[config.mk]
export PLATFORM = sky130hd
export DESIGN_NAME = udp_gmii_rx
export DESIGN_NICKNAME = d
export VERILOG_FILES = /design/src/rtl/udp_gmii_rx.sv
export SDC_FILE = /design/constraint.sdc
export NUM_CORES = 1
export LEC_CHECK = 0
export CORE_ASPECT_RATIO = 1.1
export CORE_MARGIN = 2
export CORE_UTILIZATION = 34
export CTS_BUF_LIST = sky130_fd_sc_hd__clkbuf_16
export DETAILED_ROUTE_END_ITERATION = 8
export GPL_TIMING_DRIVEN = 0
export PLACE_DENSITY = 0.53
export SLEW_MARGIN = 20
export SYNTH_ARGS = -nofsm -noshare
export SYNTH_HDL_FRONTEND = slang
export SYNTH_SLANG_ARGS = --single-unit
[constraint.sdc]
create_clock -name clk -period 4.8 [get_ports clk]
set_clock_uncertainty 0.15 [all_clocks]
set_input_delay 0.96 -clock clk [delete_from_list [all_inputs] [get_ports clk]]
set_output_delay 0.96 -clock clk [all_outputs]
set_load 0.01 [all_outputs]
[src/rtl/udp_gmii_rx.sv]
// udp_gmii_rx: GMII receive path that strips preamble, Ethernet, IPv4 and UDP
// headers of frames addressed to this board and streams the UDP payload out.
// Optional FCS checking is built when the macro UDP_RX_CRC_CHECK_EN is defined.
module udp_gmii_rx #(
    parameter logic [47:0] BOARD_MAC = 48'h00_11_22_33_44_55,
    parameter logic [31:0] BOARD_IP  = {8'd192, 8'd168, 8'd1, 8'd10},
    parameter logic [15:0] UDP_PORT  = 16'd1234
) (
    input  logic        clk,
    input  logic        rst,
    input  logic        gmii_eth_rxdv,
    input  logic [7:0]  gmii_eth_rxd,
    output logic [7:0]  rx_data,
    output logic        rx_valid,
    output logic        rx_sof,
    output logic        rx_eof,
    output logic [15:0] rx_len,
    output logic [31:0] src_ip,
    output logic [47:0] src_mac,
    output logic        pkt_ok,
    output logic        pkt_err,
    output logic        rx_busy
);

    typedef enum logic [2:0] {
        IDLE, PREAMBLE, ETH_HEAD, IP_HEAD, UDP_HEAD, DATA, PAD, DROP
    } state_t;

    state_t      state_q, state_d;
    logic [15:0] byteCnt_q, byteCnt_d;
    logic [39:0] hdrShift_q, hdrShift_d;
    logic        firstCycle_q;
    logic [7:0]  rxData_q, rxData_d;
    logic        rxValid_q, rxValid_d;
    logic        rxSof_q, rxSof_d;
    logic        rxEof_q, rxEof_d;
    logic [15:0] rxLen_q, rxLen_d;
    logic [31:0] srcIp_q, srcIp_d;
    logic [47:0] srcMac_q, srcMac_d;
    logic        pktOk_q, pktOk_d;
    logic        pktErr_q, pktErr_d;
    logic [47:0] shiftIn;
    logic        crcOk;

    // Header fields are assembled big-endian from the last six bytes seen
    assign shiftIn = {hdrShift_q, gmii_eth_rxd};

`ifdef UDP_RX_CRC_CHECK_EN
    logic [31:0] crc_q, crc_d;
    logic [31:0] dly_q, dly_d;
    logic [2:0]  fill_q, fill_d;
    logic [31:0] fcs;
    logic        sfdSeen;
    logic        feedByte;

    function automatic logic [31:0] crcByte(input logic [31:0] c, input logic [7:0] b);
        logic [31:0] r;
        r = c ^ {24'h0, b};
        for (int i = 0; i < 8; i++) begin
            r = r[0] ? ((r >> 1) ^ 32'hEDB8_8320) : (r >> 1);
        end
        return r;
    endfunction

    assign sfdSeen  = gmii_eth_rxdv && (state_q == PREAMBLE) &&
                      (gmii_eth_rxd == 8'hD5) && (byteCnt_q == 16'd6);
    assign feedByte = gmii_eth_rxdv &&
                      (state_q inside {ETH_HEAD, IP_HEAD, UDP_HEAD, DATA, PAD});
    assign fcs      = ~crc_q;
    assign crcOk    = (fill_q == 3'd4) &&
                      (dly_q == {fcs[7:0], fcs[15:8], fcs[23:16], fcs[31:24]});

    // The last four bytes are held back so the FCS itself never enters the CRC
    always_comb begin
        crc_d  = crc_q;
        dly_d  = dly_q;
        fill_d = fill_q;
        if (sfdSeen) begin
            crc_d  = 32'hFFFF_FFFF;
            fill_d = 3'd0;
        end else if (feedByte) begin
            dly_d = {dly_q[23:0], gmii_eth_rxd};
            if (fill_q == 3'd4) begin
                crc_d = crcByte(crc_q, dly_q[31:24]);
            end else begin
                fill_d = fill_q + 3'd1;
            end
        end
    end

    // CRC accumulator and delay line registers
    always_ff @(posedge clk) begin
        if (rst) begin
            crc_q  <= 32'hFFFF_FFFF;
            dly_q  <= 32'h0;
            fill_q <= 3'd0;
        end else begin
            crc_q  <= crc_d;
            dly_q  <= dly_d;
            fill_q <= fill_d;
        end
    end
`else
    assign crcOk = 1'b1;
`endif

    // Frame parser: next state, header checks and payload output generation
    always_comb begin
        state_d    = state_q;
        hdrShift_d = gmii_eth_rxdv ? shiftIn[39:0] : hdrShift_q;
        rxData_d   = rxData_q;
        rxValid_d  = 1'b0;
        rxSof_d    = 1'b0;
        rxEof_d    = 1'b0;
        rxLen_d    = rxLen_q;
        srcIp_d    = srcIp_q;
        srcMac_d   = srcMac_q;
        pktOk_d    = 1'b0;
        pktErr_d   = 1'b0;
        case (state_q)
            IDLE: begin
                if (gmii_eth_rxdv) begin
                    state_d = (firstCycle_q || gmii_eth_rxd != 8'h55) ? DROP : PREAMBLE;
                end
            end
            PREAMBLE: begin
                if (!gmii_eth_rxdv) begin
                    state_d = IDLE;
                end else if (gmii_eth_rxd == 8'h55 && byteCnt_q < 16'd6) begin
                    state_d = PREAMBLE;
                end else if (gmii_eth_rxd == 8'hD5 && byteCnt_q == 16'd6) begin
                    state_d = ETH_HEAD;
                end else begin
                    state_d = DROP;
                end
            end
            ETH_HEAD: begin
                if (!gmii_eth_rxdv) begin
                    state_d = IDLE;
                end else begin
                    case (byteCnt_q)
                        16'd5:  if (shiftIn != BOARD_MAC && shiftIn != 48'hFFFF_FFFF_FFFF) state_d = DROP;
                        16'd11: srcMac_d = shiftIn;
                        16'd12: if (gmii_eth_rxd != 8'h08) state_d = DROP;
                        16'd13: state_d = (gmii_eth_rxd == 8'h00) ? IP_HEAD : DROP;
                        default: ;
                    endcase
                end
            end
            IP_HEAD: begin
                if (!gmii_eth_rxdv) begin
                    state_d = IDLE;
                end else begin
                    case (byteCnt_q)
                        16'd0:  if (gmii_eth_rxd != 8'h45) state_d = DROP;
                        16'd9:  if (gmii_eth_rxd != 8'd17) state_d = DROP;
                        16'd15: srcIp_d = shiftIn[31:0];
                        16'd19: state_d = (shiftIn[31:0] == BOARD_IP) ? UDP_HEAD : DROP;
                        default: ;
                    endcase
                end
            end
            UDP_HEAD: begin
                if (!gmii_eth_rxdv) begin
                    state_d = IDLE;
                end else begin
                    case (byteCnt_q)
                        16'd3: if (shiftIn[15:0] != UDP_PORT) state_d = DROP;
                        16'd5: begin
                            if (shiftIn[15:0] < 16'd9) state_d = DROP;
                            else rxLen_d = shiftIn[15:0] - 16'd8;
                        end
                        16'd7: state_d = DATA;
                        default: ;
                    endcase
                end
            end
            DATA: begin
                if (!gmii_eth_rxdv) begin
                    pktErr_d = 1'b1;
                    state_d  = IDLE;
                end else begin
                    rxValid_d = 1'b1;
                    rxData_d  = gmii_eth_rxd;
                    rxSof_d   = (byteCnt_q == 16'd0);
                    if (byteCnt_q == rxLen_q - 16'd1) begin
                        rxEof_d = 1'b1;
                        state_d = PAD;
                    end
                end
            end
            PAD: begin
                if (!gmii_eth_rxdv) begin
                    pktOk_d  = crcOk;
                    pktErr_d = !crcOk;
                    state_d  = IDLE;
                end
            end
            DROP: begin
                if (!gmii_eth_rxdv) state_d = IDLE;
            end
            default: state_d = IDLE;
        endcase
        if (state_d != state_q) begin
            byteCnt_d = 16'd0;
        end else begin
            byteCnt_d = gmii_eth_rxdv ? byteCnt_q + 16'd1 : byteCnt_q;
        end
    end

    // State and output registers; firstCycle_q blocks locking onto a frame already in flight
    always_ff @(posedge clk) begin
        if (rst) begin
            state_q      <= IDLE;
            byteCnt_q    <= 16'd0;
            hdrShift_q   <= 40'h0;
            firstCycle_q <= 1'b1;
            rxData_q     <= 8'h0;
            rxValid_q    <= 1'b0;
            rxSof_q      <= 1'b0;
            rxEof_q      <= 1'b0;
            rxLen_q      <= 16'h0;
            srcIp_q      <= 32'h0;
            srcMac_q     <= 48'h0;
            pktOk_q      <= 1'b0;
            pktErr_q     <= 1'b0;
        end else begin
            state_q      <= state_d;
            byteCnt_q    <= byteCnt_d;
            hdrShift_q   <= hdrShift_d;
            firstCycle_q <= 1'b0;
            rxData_q     <= rxData_d;
            rxValid_q    <= rxValid_d;
            rxSof_q      <= rxSof_d;
            rxEof_q      <= rxEof_d;
            rxLen_q      <= rxLen_d;
            srcIp_q      <= srcIp_d;
            srcMac_q     <= srcMac_d;
            pktOk_q      <= pktOk_d;
            pktErr_q     <= pktErr_d;
        end
    end

    assign rx_data  = rxData_q;
    assign rx_valid = rxValid_q;
    assign rx_sof   = rxSof_q;
    assign rx_eof   = rxEof_q;
    assign rx_len   = rxLen_q;
    assign src_ip   = srcIp_q;
    assign src_mac  = srcMac_q;
    assign pkt_ok   = pktOk_q;
    assign pkt_err  = pktErr_q;
    assign rx_busy  = (state_q != IDLE);

endmodule

==> results of run 1 <==
==> per-layer routing <==
layer  routed length [um]  vias to the layer above  part of all wire [%]  global-route usage [%]
met5                    0                        -                     0                       0
met4                  730                        0                   2.9                    8.05
met3                 1140                       45                   4.6                    4.09
met2                11700                      193                    47                    34.1
met1                11400                     3334                    46                    26.6
li1                     -                     3583                     -                       -
==> through the flow <==
| stage | instance area [um2] | util [%] | total power, mW | hold slack [ns] | std cells |
|---|---|---|---|---|---|
| floorplan | 7770 | - | 1.59 | 0.311 | 964 |
| global placement | 9320 | 41.2 | 1.66 | 0.289 | 1381 |
| detailed placement | 9320 | 41.2 | 1.66 | 0.292 | 1381 |
| CTS | 9900 | 43.7 | 3.07 | 0.305 | 1412 |
| global route | 9900 | 43.7 | 3.14 | 0.318 | 1412 |
| finish | 9900 | 43.7 | 3.05 | 0.301 | 1412 |
==> final cells by class <==
class	instances	area share, %
Multi-Input combinational cell	706	40.4
Timing Repair Buffer	117	11.8
Buffer	78	3.47
Clock buffer	17	4.30
Inverter	11	0.417
Tap cell	300	3.79
Sequential cell	169	34.2
Clock inverter	14	1.63
==> state kept, by name, indices dropped and copies added, names as in the netlist <==
name	flops
byteCnt_q	16
firstCycle_q	1
rx_eof	1
rx_len	16
src_mac	48
state_q	3
pkt_ok	1
src_ip	32
hdrShift_q	40
rx_sof	1
pkt_err	1
rx_valid	1
rx_data	8
==> placed cells by master (no fill, tap or decap), drive strengths merged, types with 18 or more instances in the layout <==
cell type / n
nor4: 24
a21oi: 116
nand3: 18
xor2: 21
dfxtp: 169
nand4: 21
nand2: 222
xnor2: 23
nor2: 82
mux2i: 42
clkdlybuf4s50: 117
buf: 21
clkbuf: 74
inv: 19
nor3: 25
==> cell families after synthesis <==
kind of cell,Yosys count,share of synthesized area [%]
AOI/OAI and AO/OA,165,12.1
xor gates and xnor gates,44,4.96
adders and majority gates,6,0.966
buffers and inverters,89,4.96
DFF,169,43.5
muxes,42,5.41
and+or+nand+nor,449,28.0
==> worst paths after layout <==
kind | start | cells past startpoint | endpoint | slack, ns
max | gmii_eth_rxd[6] | 11 | byteCnt_q[4] | 0.73
min | src_mac[35] | 2 | src_mac[35] | 0.30
max reg2reg | rx_len[0] | 10 | byteCnt_q[11] | 1.01
min reg2reg | src_mac[35] | 2 | src_mac[35] | 0.30
==> worst register-to-register path, cell delays in order, from the launching register on <==
cell	delay, ns
dfxtp_1	0.39
inv_1	0.09
ha_1	0.29
nor3b_1	0.67
nand2_1	0.16
xnor2_1	0.17
nor4b_1	0.34
o2111ai_1	0.35
nor3_2	0.58
buf_2	0.40
nor3_2	0.08
==> power groups by stage <==
stage	Clock, mW	Combinational [mW]	Sequential [mW]
CTS	1.44	0.203	1.43
floorplan	0	0.135	1.46
finish	1.42	0.203	1.43
global route	1.49	0.220	1.43
detailed placement	0	0.202	1.46
global placement	0	0.201	1.46
==> summary.md, run 1 <==
| Metric | Value |
|---|---|
| Largest net degree at the start of global routing | `17` |
| I/O Buffers | `117` |
| Synth Cell Area | `7770 um2` |
| Slowest cell on the critical path | `clkdlybuf4s50_1` |
| # diodes | `0` |
| Slew @ Worst Pin | `about 0.86 ns` |
| Routability Congestion | `0.882` |
| Drt first pass iters | `5` |
| Max-Cap Viols | `0` |
| Final min period | `about 4 ns` |
| H-tree depth | `4` |
| Syn_nets | `approximately 980` |
| Vias per cell | `roughly 5.1` |
| DPL Wire Length | `between 15 and 20 mm` |
| CP Max Fanout | `10` |
| Core ar. | `between 20000 and 25000 um2` |
| Slew Limit Fails | `0` |
| Multi-input logic area | `4000 um2` |
| Aggregate global routing overflow | `0` |
| Largest area contributor in the netlist | `dfxtp_1` |
| Max Fclk | `~0.25 GHz` |
| Most numerous cell in the Yosys netlist | `nand2_1` |
| Cts repair resizes | `0` |
| CTS max path bufs | `2` |
| Syn Inst Count | `just under 1000` |
| GRT Total Usage | `20.7%` |
| Layout cells sized above 1 | `between 7 and 8%` |
| Drt wl/cell | `between 15 and 20 um` |
| Clk slew on worst S/H paths | `roughly 0.070 ns` |
| Startpoint types | `input pin` |
| Sequential power share | `between 40% and 50%` |
| Die ar. | `~24000 um2` |
| Die X-Extent | `between 100 and 150 um` |
| Clock root cell | `clkbuf_16` |
| Yosys cell types | `60` |
| Combinational fraction of design power | `6.6%` |
| Max_slew headroom | `42.8%` |
| Setup WS post-layout | `0.733 ns` |
| Post-synthesis sequential area ratio | `between 40% and 50%` |
| Setup CP Type | `in -> reg` |
| Sequence of cells on the critical path | `clkdlybuf4s50_1, clkbuf_1, nand4b_1, nor2_1, nand2_1, o311ai_1, nand4_1, o21ai_1, o211ai_4, buf_12, nor3_2` |
| Top FF cell, synth | `dfxtp_1` |
| Synth warn | `0` |
| Mean cell area of the mapped netlist | `8.06 um2` |
| Max rail drop VDD | `about 220 uV` |
| Hold-fix buffers, CTS | `0` |
| Critical path arrival | `4.28 ns` |
| Static Leak | `about 3.4 nW` |
| First-pass GRT wire length | `just under 40 mm` |
| Vias in the first global route | `6947` |
| Power share of the clock group | `approximately 47%` |
| Run status | `finished clean` |
| Clock sink count | `~170` |
| Register area | `about 3400 um2` |
| Routed via count | `roughly 7200` |
| # DRC | `0` |
| CP top delay family | `buffers and inverters` |
| Fillers | `~2400` |
| Io pins | `121` |
| # rows | `58` |
| Initial Util | `34.3%` |
| Yosys top cell area share | `between 40% and 50%` |
| Worst hold path type | `reg -> reg` |
| Synthesized flop and latch total | `around 170` |
| Setup slack at placement | `0.295 ns` |
| P_int | `2.26 mW` |
| Final Hold Fails | `0` |
| Layout area overhead | `27.5%` |
| Clock buffer count from CTS | `17` |
| Nets | `around 1100` |
| Setup TNS | `0 ns` |
| Unrepaired setup endpoints after global routing | `no` |
| Die Y | `about 160 um` |
| EDFF count, synth | `0` |
| Required @ worst endpoint | `about 5 ns` |
| CP Buf/Inv Count | `3` |
| PwrDens | `308 nW/um2` |
| Critical Path End Type | `register` |
| Switching pwr | `between 0.7 and 0.8 mW` |
| 1st-iter DRT viols | `around 480` |
| Top cells by area, synth | `dfxtp_1 44%, nand2_1 11%, a21oi_1 7.5%` |
| Final ANT Viol Nets | `0` |
| CTS tree | `built` |
| Initial antenna violation count | `0` |
| Number of setup buffers added after CTS | `0` |
| Commonest cells in the netlist | `222 x nand2_1, 169 x dfxtp_1, 116 x a21oi_1` |
| Clk_lat worst skew | `about 0.44 ns` |
| CP peak stage delay | `roughly 0.56 ns` |
| Setup violators final | `0` |
| Ys async rst share | `0%` |
| Tcrit/Tclk final | `84.7%` |
| Switching Share | `between 20% and 30%` |
| Detailed Route WL | `between 20 and 25 mm` |
Note: power is estimated with default switching activity, not from simulation.
==> inputs of run 2 (changes only) <==
==> constraint.sdc (replaced) <==
create_clock -name clk -period 3.9 [get_ports clk]
set_clock_uncertainty 0.15 [all_clocks]
set_input_delay 0.78 -clock clk [delete_from_list [all_inputs] [get_ports clk]]
set_output_delay 0.78 -clock clk [all_outputs]
set_load 0.01 [all_outputs]
==> summary.md, run 2 (same netlist as run 1, synthesis figures left out) <==
| Metric | Value |
|---|---|
| Clock sink count | `169 (unchanged)` |
| Static Leak | `3.43 nW (about the same)` |
| Max rail drop VDD | `278 uV (was 225 uV)` |
| Critical path arrival | `3.91 ns (was 4.28 ns)` |
| Clk_lat worst skew | `0.44 ns (about the same)` |
| # diodes | `0 (unchanged)` |
| Number of setup buffers added after CTS | `0 (unchanged)` |
| Detailed Route WL | `24.9 mm (about the same)` |
| Hold-fix buffers, CTS | `0 (unchanged)` |
| Required @ worst endpoint | `4.11 ns (was 5.01 ns)` |
| Clock root cell | `clkbuf_16 (unchanged)` |
| DPL Wire Length | `18.0 mm (unchanged)` |
| Setup slack at placement | `-0.425 ns (was 0.295 ns)` |
| End of the critical path | `byteCnt_q[4] (unchanged)` |
| R2R setup slack | `0.30 ns (was 1.01 ns)` |
| DP Area | `9320 um2 (unchanged)` |
| Setup TNS | `0 ns (unchanged)` |
| Commonest non-fill, non-tap cell in the layout | `nand2_1 (unchanged)` |
| Layout cells sized above 1 | `7.19% (was 7.01%)` |
| Vias in the first global route | `6947 (unchanged)` |
| Routability Congestion | `0.882 (unchanged)` |
| Initial Util | `34.3% (unchanged)` |
| Setup violators final | `0 (unchanged)` |
| # rows | `58 (unchanged)` |
| Die Y | `163 um (unchanged)` |
| CP Max Fanout | `10 (unchanged)` |
| Clock buffer count from CTS | `17 (unchanged)` |
| Fillers | `2357 (was 2355)` |
| Setup WS post-layout | `0.201 ns (was 0.733 ns)` |
| GRT Total Usage | `20.7% (unchanged)` |
| First-pass GRT wire length | `38.6 mm (unchanged)` |
| Die ar. | `24100 um2 (unchanged)` |
| Routed via count | `7142 (was 7155)` |
| Reg2Reg Depth | `10 (unchanged)` |
| Critical Path Source | `gmii_eth_rxd[1] (was gmii_eth_rxd[6])` |
| Drt wl/cell | `17.6 um (about the same)` |
| 1st-iter DRT viols | `466 (was 482)` |
| Max_slew headroom | `42.1% (was 42.8%)` |
| Critical Path End Type | `register (unchanged)` |
| Aggregate global routing overflow | `0 (unchanged)` |
| I/O Buffers | `117 (unchanged)` |
| CTS max path bufs | `2 (unchanged)` |
| Vias per cell | `5.06 (was 5.07)` |
| Final Cell Area | `9910 um2 (was 9900 um2)` |
| RR Startpoint | `rx_len[0] (unchanged)` |
| Critical path depth | `10 (was 11)` |
| Final Hold Fails | `0 (unchanged)` |
| Design Power | `3.75 mW (was 3.05 mW)` |
| Final ANT Viol Nets | `0 (unchanged)` |
| Run status | `finished clean (unchanged)` |
| Initial antenna violation count | `0 (unchanged)` |
| Layout area overhead | `27.5% (about the same)` |
| CP Buf/Inv Count | `2 (was 3)` |
| H-tree depth | `4 (unchanged)` |
| CTS tree | `built (unchanged)` |
| Reg-to-Reg End | `byteCnt_q[11] (unchanged)` |
| Unrepaired setup endpoints after global routing | `no (unchanged)` |
| Largest net degree at the start of global routing | `17 (unchanged)` |
| Most frequent cells in the layout | `222 x nand2_1, 169 x dfxtp_1, 117 x clkdlybuf4s50_1 (unchanged)` |
| CP top delay family | `simple AND/OR/NAND/NOR gates (was buffers and inverters)` |
| Setup CP Type | `in -> reg (unchanged)` |
| Max FFs per register | `48 (unchanged)` |
| Core ar. | `22600 um2 (unchanged)` |
| Nets | `1117 (unchanged)` |
| Worst hold path type | `reg -> reg (unchanged)` |
| Max Fclk | `0.270 GHz` |
| Slowest cell on the critical path | `or4b_2 (was clkdlybuf4s50_1)` |
| Clk slew on worst S/H paths | `0.07 ns (about the same)` |
| Io pins | `121 (unchanged)` |
| Final min period | `3.70 ns` |
| Slew Limit Fails | `0 (unchanged)` |
| Tcrit/Tclk final | `around 95%` |
| Startpoint types | `input pin (unchanged)` |
| Sequence of cells on the critical path | `clkdlybuf4s50_1, or4b_2, nor2_1, nand2_1, o311ai_1, nand4_1, o21ai_1, o211ai_4, buf_12, nor3_2 (was clkdlybuf4s50_1, clkbuf_1, nand4b_1, nor2_1, nand2_1, o311ai_1, nand4_1, o21ai_1, o211ai_4, buf_12, nor3_2)` |
| Hold Crit Start | `src_mac[35] (unchanged)` |
| Max-Cap Viols | `0 (unchanged)` |
| # DRC | `0 (unchanged)` |
| CP peak stage delay | `0.76 ns (was 0.56 ns)` |
| Slew @ Worst Pin | `0.866 ns (was 0.856 ns)` |
| Drt first pass iters | `5 (unchanged)` |
| Die X-Extent | `148 um (unchanged)` |
| PwrDens | `378 nW/um2 (was 308 nW/um2)` |
-- run 2: cell types whose count changed in the layout (fill, tap and decap cells not counted) --
cell and change:
clkbuf_1 -1, clkbuf_2 +1, nor3b_1 -1, nor3b_2 +1
-- run 2: where the power goes --
group	internal (mW)	total (mW)	switching, mW
Clock	0.959	1.74	0.785
Combinational	0.0838	0.249	0.165
Sequential	1.74	1.76	0.0170
-- run 2: per-stage QoR --
step                      hold slack (ns)  utilization [%]  cells
after floorplan                     0.311                -    964
after global placement              0.289             41.2   1381
after detailed placement            0.292             41.2   1381
after CTS                           0.305             43.7   1412
after global routing                0.318             43.8   1412
final                               0.301             43.8   1412
-- run 2: layer usage --
metal,GRT usage [%],vias to the layer above,routed length (um)
met5,0,-,0
met4,8.05,0,704
met3,4.09,40,1120
met2,34.1,190,11600
met1,26.6,3330,11400
li1,-,3582,-
-- run 2: cell type report --
cell class,count,area (um2),area share [%]
multi-input combinational,706,4010,40.4
sequential,169,3380,34.1
timing repair buffer,117,1170,11.8
clock buffer,17,425,4.29
tap,300,375,3.79
buffer,78,345,3.48
clock inverter,14,161,1.63
inverter,11,41.3,0.417
-- run 2: tightest hold or removal path, stage by stage, from the launching register on --
cell and delay, ns:
dfxtp_1 0.31, nand2_1 0.05, a21oi_1 0.05
-- run 2: worst min path at each step --
| stage | to | cells after the start |
|---|---|---|
| finish | src_mac[35] | 2 |
| global route | src_mac[38] | 2 |
| CTS | src_ip[4] | 2 |
| detailed placement | src_ip[14] | 2 |
| global placement | src_mac[0] | 2 |
| floorplan | src_mac[32] | 2 |
-- run 2: timing repair --
| action | 4_1_cts | 5_1_grt |
|---|---|---|
| setup endpoints to repair | 0 | 16 |
| gates resized for setup | 0 | 3 |
| hold endpoints to repair | 0 | 0 |
